**config.mk**
```make
export PLATFORM = sky130hd
export DESIGN_NAME = mem_stage_ctrl
export DESIGN_NICKNAME = d
export VERILOG_FILES = /design/src/rtl/mem_stage_ctrl.sv
export SDC_FILE = /design/constraint.sdc
export NUM_CORES = 1
export LEC_CHECK = 0
export CORE_UTILIZATION = 35
export CTS_CLUSTER_SIZE = 20
export DETAILED_ROUTE_END_ITERATION = 10
export GPL_TIMING_DRIVEN = 1
export PLACE_DENSITY = 0.72
export RECOVER_POWER = 25
export SETUP_SLACK_MARGIN = 0.02
export SYNTH_ARGS = -nofsm -noshare
export SYNTH_HDL_FRONTEND = slang
export SYNTH_SLANG_ARGS = --single-unit
```
**constraint.sdc**
```tcl
create_clock -name clk -period 2.2 [get_ports clk]
set_clock_uncertainty 0.05 [all_clocks]
set_input_delay 0.44 -clock clk [delete_from_list [all_inputs] [get_ports clk]]
set_output_delay 0.44 -clock clk [all_outputs]
set_load 0.03 [all_outputs]
```
**src/rtl/mem_stage_ctrl.sv**
```systemverilog
// mem_stage_ctrl: data-memory handshake, byte masks and load formatting.
// Build option: MEM_MISALIGN_TRAP_EN flags misaligned accesses instead of aligning them.
module mem_stage_ctrl (
  input  logic        clk,
  input  logic        rst,
  input  logic        valid_i,
  input  logic        mem_read_i,
  input  logic        mem_write_i,
  input  logic [2:0]  funct3_i,
  input  logic [31:0] alu_out_i,
  input  logic [31:0] rs2_data_i,
  input  logic        adv_i,
  input  logic        dmem_resp,
  input  logic [31:0] dmem_rdata,
  output logic        dmem_read,
  output logic        dmem_write,
  output logic [31:0] dmem_address,
  output logic [31:0] dmem_wdata,
  output logic [3:0]  dmem_mbe,
  output logic [31:0] mem_data_out_o,
  output logic        mem_stall_o,
  output logic        misalign_o
);
  typedef enum logic [1:0] {IDLE, BUSY, DONE} state_e;

  state_e      state_q, state_d;
  logic [31:0] addr_q, addr_d;
  logic [31:0] wdata_q, wdata_d;
  logic [31:0] dout_q, dout_d;
  logic [2:0]  f3_q, f3_d;
  logic [3:0]  mbe_q, mbe_d;
  logic        wr_q, wr_d;

  logic        access, is_h, is_w, trap;
  logic [31:0] a_eff, st_wdata, ld_shift, ld_fmt;
  logic [3:0]  st_mbe;

  assign access = valid_i & (mem_read_i | mem_write_i);
  assign is_h   = funct3_i[1:0] == 2'b01;
  assign is_w   = funct3_i[1:0] == 2'b10;

`ifdef MEM_MISALIGN_TRAP_EN
  logic mis;
  assign mis   = (is_h & alu_out_i[0]) | (is_w & |alu_out_i[1:0]);
  assign trap  = access & mis;
  assign a_eff = alu_out_i;
`else
  assign trap  = 1'b0;
  // Low address bits forced to the access size.
  assign a_eff = {alu_out_i[31:2],
                  alu_out_i[1] & ~is_w,
                  alu_out_i[0] & ~is_h & ~is_w};
`endif

  always_comb begin
    st_mbe   = 4'b1111;
    st_wdata = rs2_data_i;
    unique case (funct3_i[1:0])
      2'b00: begin
        st_mbe   = 4'b0001 << a_eff[1:0];
        st_wdata = {4{rs2_data_i[7:0]}};
      end
      2'b01: begin
        st_mbe   = 4'b0011 << {a_eff[1], 1'b0};
        st_wdata = {2{rs2_data_i[15:0]}};
      end
      default: ;
    endcase
  end

  assign ld_shift = dmem_rdata >> {addr_q[1:0], 3'b000};

  always_comb begin
    ld_fmt = ld_shift;
    unique case (f3_q)
      3'b000:  ld_fmt = {{24{ld_shift[7]}}, ld_shift[7:0]};
      3'b001:  ld_fmt = {{16{ld_shift[15]}}, ld_shift[15:0]};
      3'b100:  ld_fmt = {24'd0, ld_shift[7:0]};
      3'b101:  ld_fmt = {16'd0, ld_shift[15:0]};
      default: ;
    endcase
  end

  always_comb begin
    state_d      = state_q;
    addr_d       = addr_q;
    wdata_d      = wdata_q;
    mbe_d        = mbe_q;
    f3_d         = f3_q;
    wr_d         = wr_q;
    dout_d       = dout_q;
    dmem_read    = 1'b0;
    dmem_write   = 1'b0;
    dmem_address = 32'd0;
    dmem_wdata   = 32'd0;
    dmem_mbe     = 4'd0;
    mem_stall_o  = 1'b0;
    misalign_o   = 1'b0;
    unique case (state_q)
      IDLE: begin
        if (trap) begin
          misalign_o = 1'b1;
        end else if (access) begin
          dmem_read    = mem_read_i;
          dmem_write   = mem_write_i;
          dmem_address = {a_eff[31:2], 2'b00};
          dmem_wdata   = st_wdata;
          dmem_mbe     = st_mbe;
          mem_stall_o  = 1'b1;
          addr_d       = a_eff;
          wdata_d      = st_wdata;
          mbe_d        = st_mbe;
          f3_d         = funct3_i;
          wr_d         = mem_write_i;
          state_d      = BUSY;
        end
      end
      BUSY: begin
        dmem_address = {addr_q[31:2], 2'b00};
        dmem_wdata   = wdata_q;
        dmem_mbe     = mbe_q;
        mem_stall_o  = 1'b1;
        if (dmem_resp) begin
          if (!wr_q) dout_d = ld_fmt;
          state_d = DONE;
        end else begin
          dmem_read  = ~wr_q;
          dmem_write = wr_q;
        end
      end
      DONE: begin
        // Holding here keeps a stalled instruction from re-issuing.
        if (adv_i) state_d = IDLE;
      end
      default: state_d = IDLE;
    endcase
  end

  always_ff @(posedge clk) begin
    if (rst) begin
      state_q <= IDLE;
      addr_q  <= 32'd0;
      wdata_q <= 32'd0;
      mbe_q   <= 4'd0;
      f3_q    <= 3'd0;
      wr_q    <= 1'b0;
      dout_q  <= 32'd0;
    end else begin
      state_q <= state_d;
      addr_q  <= addr_d;
      wdata_q <= wdata_d;
      mbe_q   <= mbe_d;
      f3_q    <= f3_d;
      wr_q    <= wr_d;
      dout_q  <= dout_d;
    end
  end

  assign mem_data_out_o = dout_q;
endmodule
```
==> results_dict.tcl <==
set metrics [dict create \
    cp_num_buf_inv 3 \
    dieArea_sq_mm 0.0162 \
    max-clock-path-buffers 2 \
    async_reset_ff_share_pct 0 \
    seqCellArea_sq_mm 0.00213 \
    final_hold_viol_count 0 \
    placed_cells 1167 \
    power-per-cell-area_mw_per_mm2 585 \
    netlist_area_sq_mm 0.00549 \
    finalCoreUtilization_pct 61.9 \
    ys_top_cells_by_area "sky130_fd_sc_hd__dfxtp_1 (39%), sky130_fd_sc_hd__nand2_1 (20%), sky130_fd_sc_hd__a21oi_1 (11%)" \
    synthFlopType "sky130_fd_sc_hd__dfxtp_1" \
    finish.net_count 1103 \
    seq_area_frac_synth_pct 38.7 \
    violated_checks "setup timing" \
    viasPerCell 5.02 \
    flow.area_growth_from_synthesis_pct 72.0 \
    yosys_warnings 0 \
    synthDominantAreaCellType "sky130_fd_sc_hd__dfxtp_1" \
    final.hold.worst_slack_ns 0.387 \
    timing.critical_path.cells "nor3_4 -> buf_12 -> clkbuf_16 -> nand2_4 -> a21oi_4 -> buf_6" \
    critPathSlowestCell "sky130_fd_sc_hd__dfxtp_4" \
    layout.cell_area.non_filler_sq_mm 0.00944 \
    grt_setup_unrepaired "true" \
    count_of_vias_placed_by_the_detailed_router 6094 \
    synth_cell_type_count 35 \
    hold_class "primary input to register" \
    hpwlAfterDp_microns 12300 \
    leakagePower_nw 3.81 \
    final_critical_path_setup_slack_ns -0.00447 \
    final_layout_size_suffix_gt1_share_pct 36.4 \
    iter_0_drt_violations 329 \
    worstPathRequired_ns 1.71 \
    crit_path_max_fanout 7 \
    detail_route.wirelength_microns 19200 \
    fp.dieH_microns 127 \
    cts-root-buf "sky130_fd_sc_hd__clkbuf_16" \
    worst_setup_timing_slack_at_the_placement_stage_ns -0.459 \
    crit_path_end_kind "output port" \
    post-synth-top-area-fraction_pct 38.7 \
    clk_transition_reported_paths_ns 0.07 \
    route.antenna.remaining_nets 0 \
    placed_cell_area_sq_mm 0.00796 \
    vias_in_the_first_global_route 5546 \
    ir_worst_vdd_mv 0.493 \
    place_congestion 0.791 \
    syn_area_per_cell_sq_um 7.46 \
    ys_ff_latch 106 \
    row_count 45 \
    critPathKind "register to output port" \
    drv_cap 0 \
    cts_inserted_buffers 9 \
    status "finished, violations left" \
    achievable-frequency_ghz 0.454 \
    pin_count_of_the_biggest_net_entering_global_routing 73 \
    wl_per_cell_microns 15.8 \
    cpPeakStageDelay_ns 0.36 \
    initial_core_util_pct 36.0 \
    route.detailed.drc 0 \
    worst_slew_pin_slew_ns 0.809 \
    die_width_microns 127 \
    global_router_s_overall_resource_usage_pct 22.2 \
    clkSinkCount 106 \
    worst_skew_pair_latency_ns 0.36 \
    timing.final.max_slew_violations 0 \
    instances_no_fill 1213 \
    critical_path.top_delay_family "buffers and inverters" \
    setup-violations-final 1 \
    holdBufCountCts 0 \
    critical_path_at_ns 1.71 \
    fp.coreArea_sq_mm 0.0153 \
    n_antenna_cell 0 \
    multiInputGateArea_sq_mm 0.00350 \
    synthesis.instances 735 \
    synth_enable_flop_cells 0 \
    startpoint_type "register" \
    port-buffer-count 206 \
    number_of_top_level_design_ports 210 \
    antenna_found_initial 0 \
    htree_levels 3 \
    drt-pass1-iter-count 4 \
    post-route-min-period_ns 2.20 \
    timing.max_slew.rel_slack_pct 46.1 \
    global_route_wire_length_before_repair_microns 28200 \
    final_min_period_over_clock_period_pct 100 \
    cts_tree "yes" \
    overflow 0 \
    fill_cells 1269 \
]
-- what timing repair did --
action                     4_1_cts  5_1_grt
cloned                           4        6
pin swaps                       20       51
setup buffers                   16        6
gates resized for setup        109      150
setup endpoints to repair       92       60
-- worst min-delay path: stages --
cell and delay, ns:
sky130_fd_sc_hd__dlymetal6s2s_1 0.16, sky130_fd_sc_hd__nand2_1 0.09, sky130_fd_sc_hd__a21oi_1 0.06
-- power breakdown --
group	internal (mW)	leakage (nW)	switching, mW
clock network	0.791	0.139	0.796
logic	0.875	2.80	0.953
registers	2.03	0.868	0.0711
total	3.70	3.81	1.82
-- sequential cells by signal (all words and copies together), names as in the netlist --
| register | count |
|---|---|
| wdata_q | 32 |
| mbe_q | 4 |
| state_q | 2 |
| mem_data_out_o | 32 |
| wr_q | 1 |
| f3_q | 3 |
| addr_q | 32 |
-- synthesized netlist by cell type, types with 4 or more instances --
library cell	n
sky130_fd_sc_hd__dfxtp_1	106
sky130_fd_sc_hd__nand2_1	288
sky130_fd_sc_hd__buf_2	18
sky130_fd_sc_hd__a211oi_2	10
sky130_fd_sc_hd__buf_6	4
sky130_fd_sc_hd__clkbuf_8	8
sky130_fd_sc_hd__inv_1	5
sky130_fd_sc_hd__o211ai_1	7
sky130_fd_sc_hd__o21ai_0	15
sky130_fd_sc_hd__buf_4	5
sky130_fd_sc_hd__nor3_1	9
sky130_fd_sc_hd__nor2_1	29
sky130_fd_sc_hd__a211oi_1	8
sky130_fd_sc_hd__a21oi_1	118
sky130_fd_sc_hd__o2bb2ai_1	7
sky130_fd_sc_hd__mux2i_1	19
sky130_fd_sc_hd__clkbuf_1	27
sky130_fd_sc_hd__mux2_2	31
-- cell usage in the layout, fill, tap and decap left out, types with 3 or more instances in the layout --
cell / count
sky130_fd_sc_hd__buf_12: 12
sky130_fd_sc_hd__clkdlybuf4s50_1: 127
sky130_fd_sc_hd__nand2_4: 20
sky130_fd_sc_hd__buf_8: 3
sky130_fd_sc_hd__nor2_1: 28
sky130_fd_sc_hd__a21oi_4: 3
sky130_fd_sc_hd__o2bb2ai_1: 7
sky130_fd_sc_hd__a21oi_2: 23
sky130_fd_sc_hd__dlymetal6s2s_1: 3
sky130_fd_sc_hd__o21ai_0: 7
sky130_fd_sc_hd__o211ai_1: 7
sky130_fd_sc_hd__nand2_1: 206
sky130_fd_sc_hd__nor2b_1: 3
sky130_fd_sc_hd__buf_6: 67
sky130_fd_sc_hd__conb_1: 3
sky130_fd_sc_hd__mux2_2: 27
sky130_fd_sc_hd__mux2_4: 4
sky130_fd_sc_hd__mux2i_1: 18
sky130_fd_sc_hd__buf_4: 84
sky130_fd_sc_hd__o21ai_2: 5
sky130_fd_sc_hd__a211oi_2: 10
sky130_fd_sc_hd__a211oi_1: 8
sky130_fd_sc_hd__buf_2: 5
sky130_fd_sc_hd__nor3_1: 8
sky130_fd_sc_hd__dfxtp_1: 104
sky130_fd_sc_hd__clkbuf_16: 15
sky130_fd_sc_hd__clkinv_4: 3
sky130_fd_sc_hd__a21oi_1: 92
sky130_fd_sc_hd__inv_1: 5
sky130_fd_sc_hd__nand2_2: 62
-- layer usage --
metal  vias up  global-route usage [%]  wire length (microns)
met5         -                       0                      0
met4         0                    7.21                    342
met3        25                    7.20                   1540
met2       213                    37.5                   9260
met1      2879                    26.6                   8040
li1       2977                       -                      -
-- per-stage QoR --
step                      TNS (ns)  power [mW]
after CTS                  -0.0158        5.34
after global placement      -50.01        3.60
after floorplan                  0        2.95
final                     -0.00447        5.52
after global routing        -0.951        5.75
after detailed placement    -51.00        3.61
-- final cells by class --
| class | instances | area share, % |
|---|---|---|
| multi-input cells | 564 | 37.1 |
| repair buffers | 311 | 34.3 |
| flip-flops and latches | 106 | 22.6 |
| well taps | 211 | 2.80 |
| clock buffers | 9 | 2.39 |
| clock inverters | 7 | 0.663 |
| inverters | 5 | 0.199 |
-- final timing paths --
kind	startpoint	end	cells after the start	slack, ns
worst max-delay path	state_q[1]	dmem_wdata[17]	6	-0.004
worst min-delay path	rs2_data_i[6]	wdata_q[6]	3	0.39
worst max register to register	addr_q[1]	mem_data_out_o[26]	5	0.37
worst min register to register	mem_data_out_o[1]	mem_data_out_o[1]	2	0.40
-- kinds of logic (layout without fill, tap and decap cells) --
group,Yosys count,count (layout),share of synthesized area [%]
and+or+nand+nor,338,338,24.4
AOI/OAI and AO/OA,172,172,19.3
DFF,106,106,38.7
buffers and inverters,67,332,7.34
muxes,51,51,10.2
other,1,3,0.0683
No activity file was read; power rests on OpenSTA's default activity.
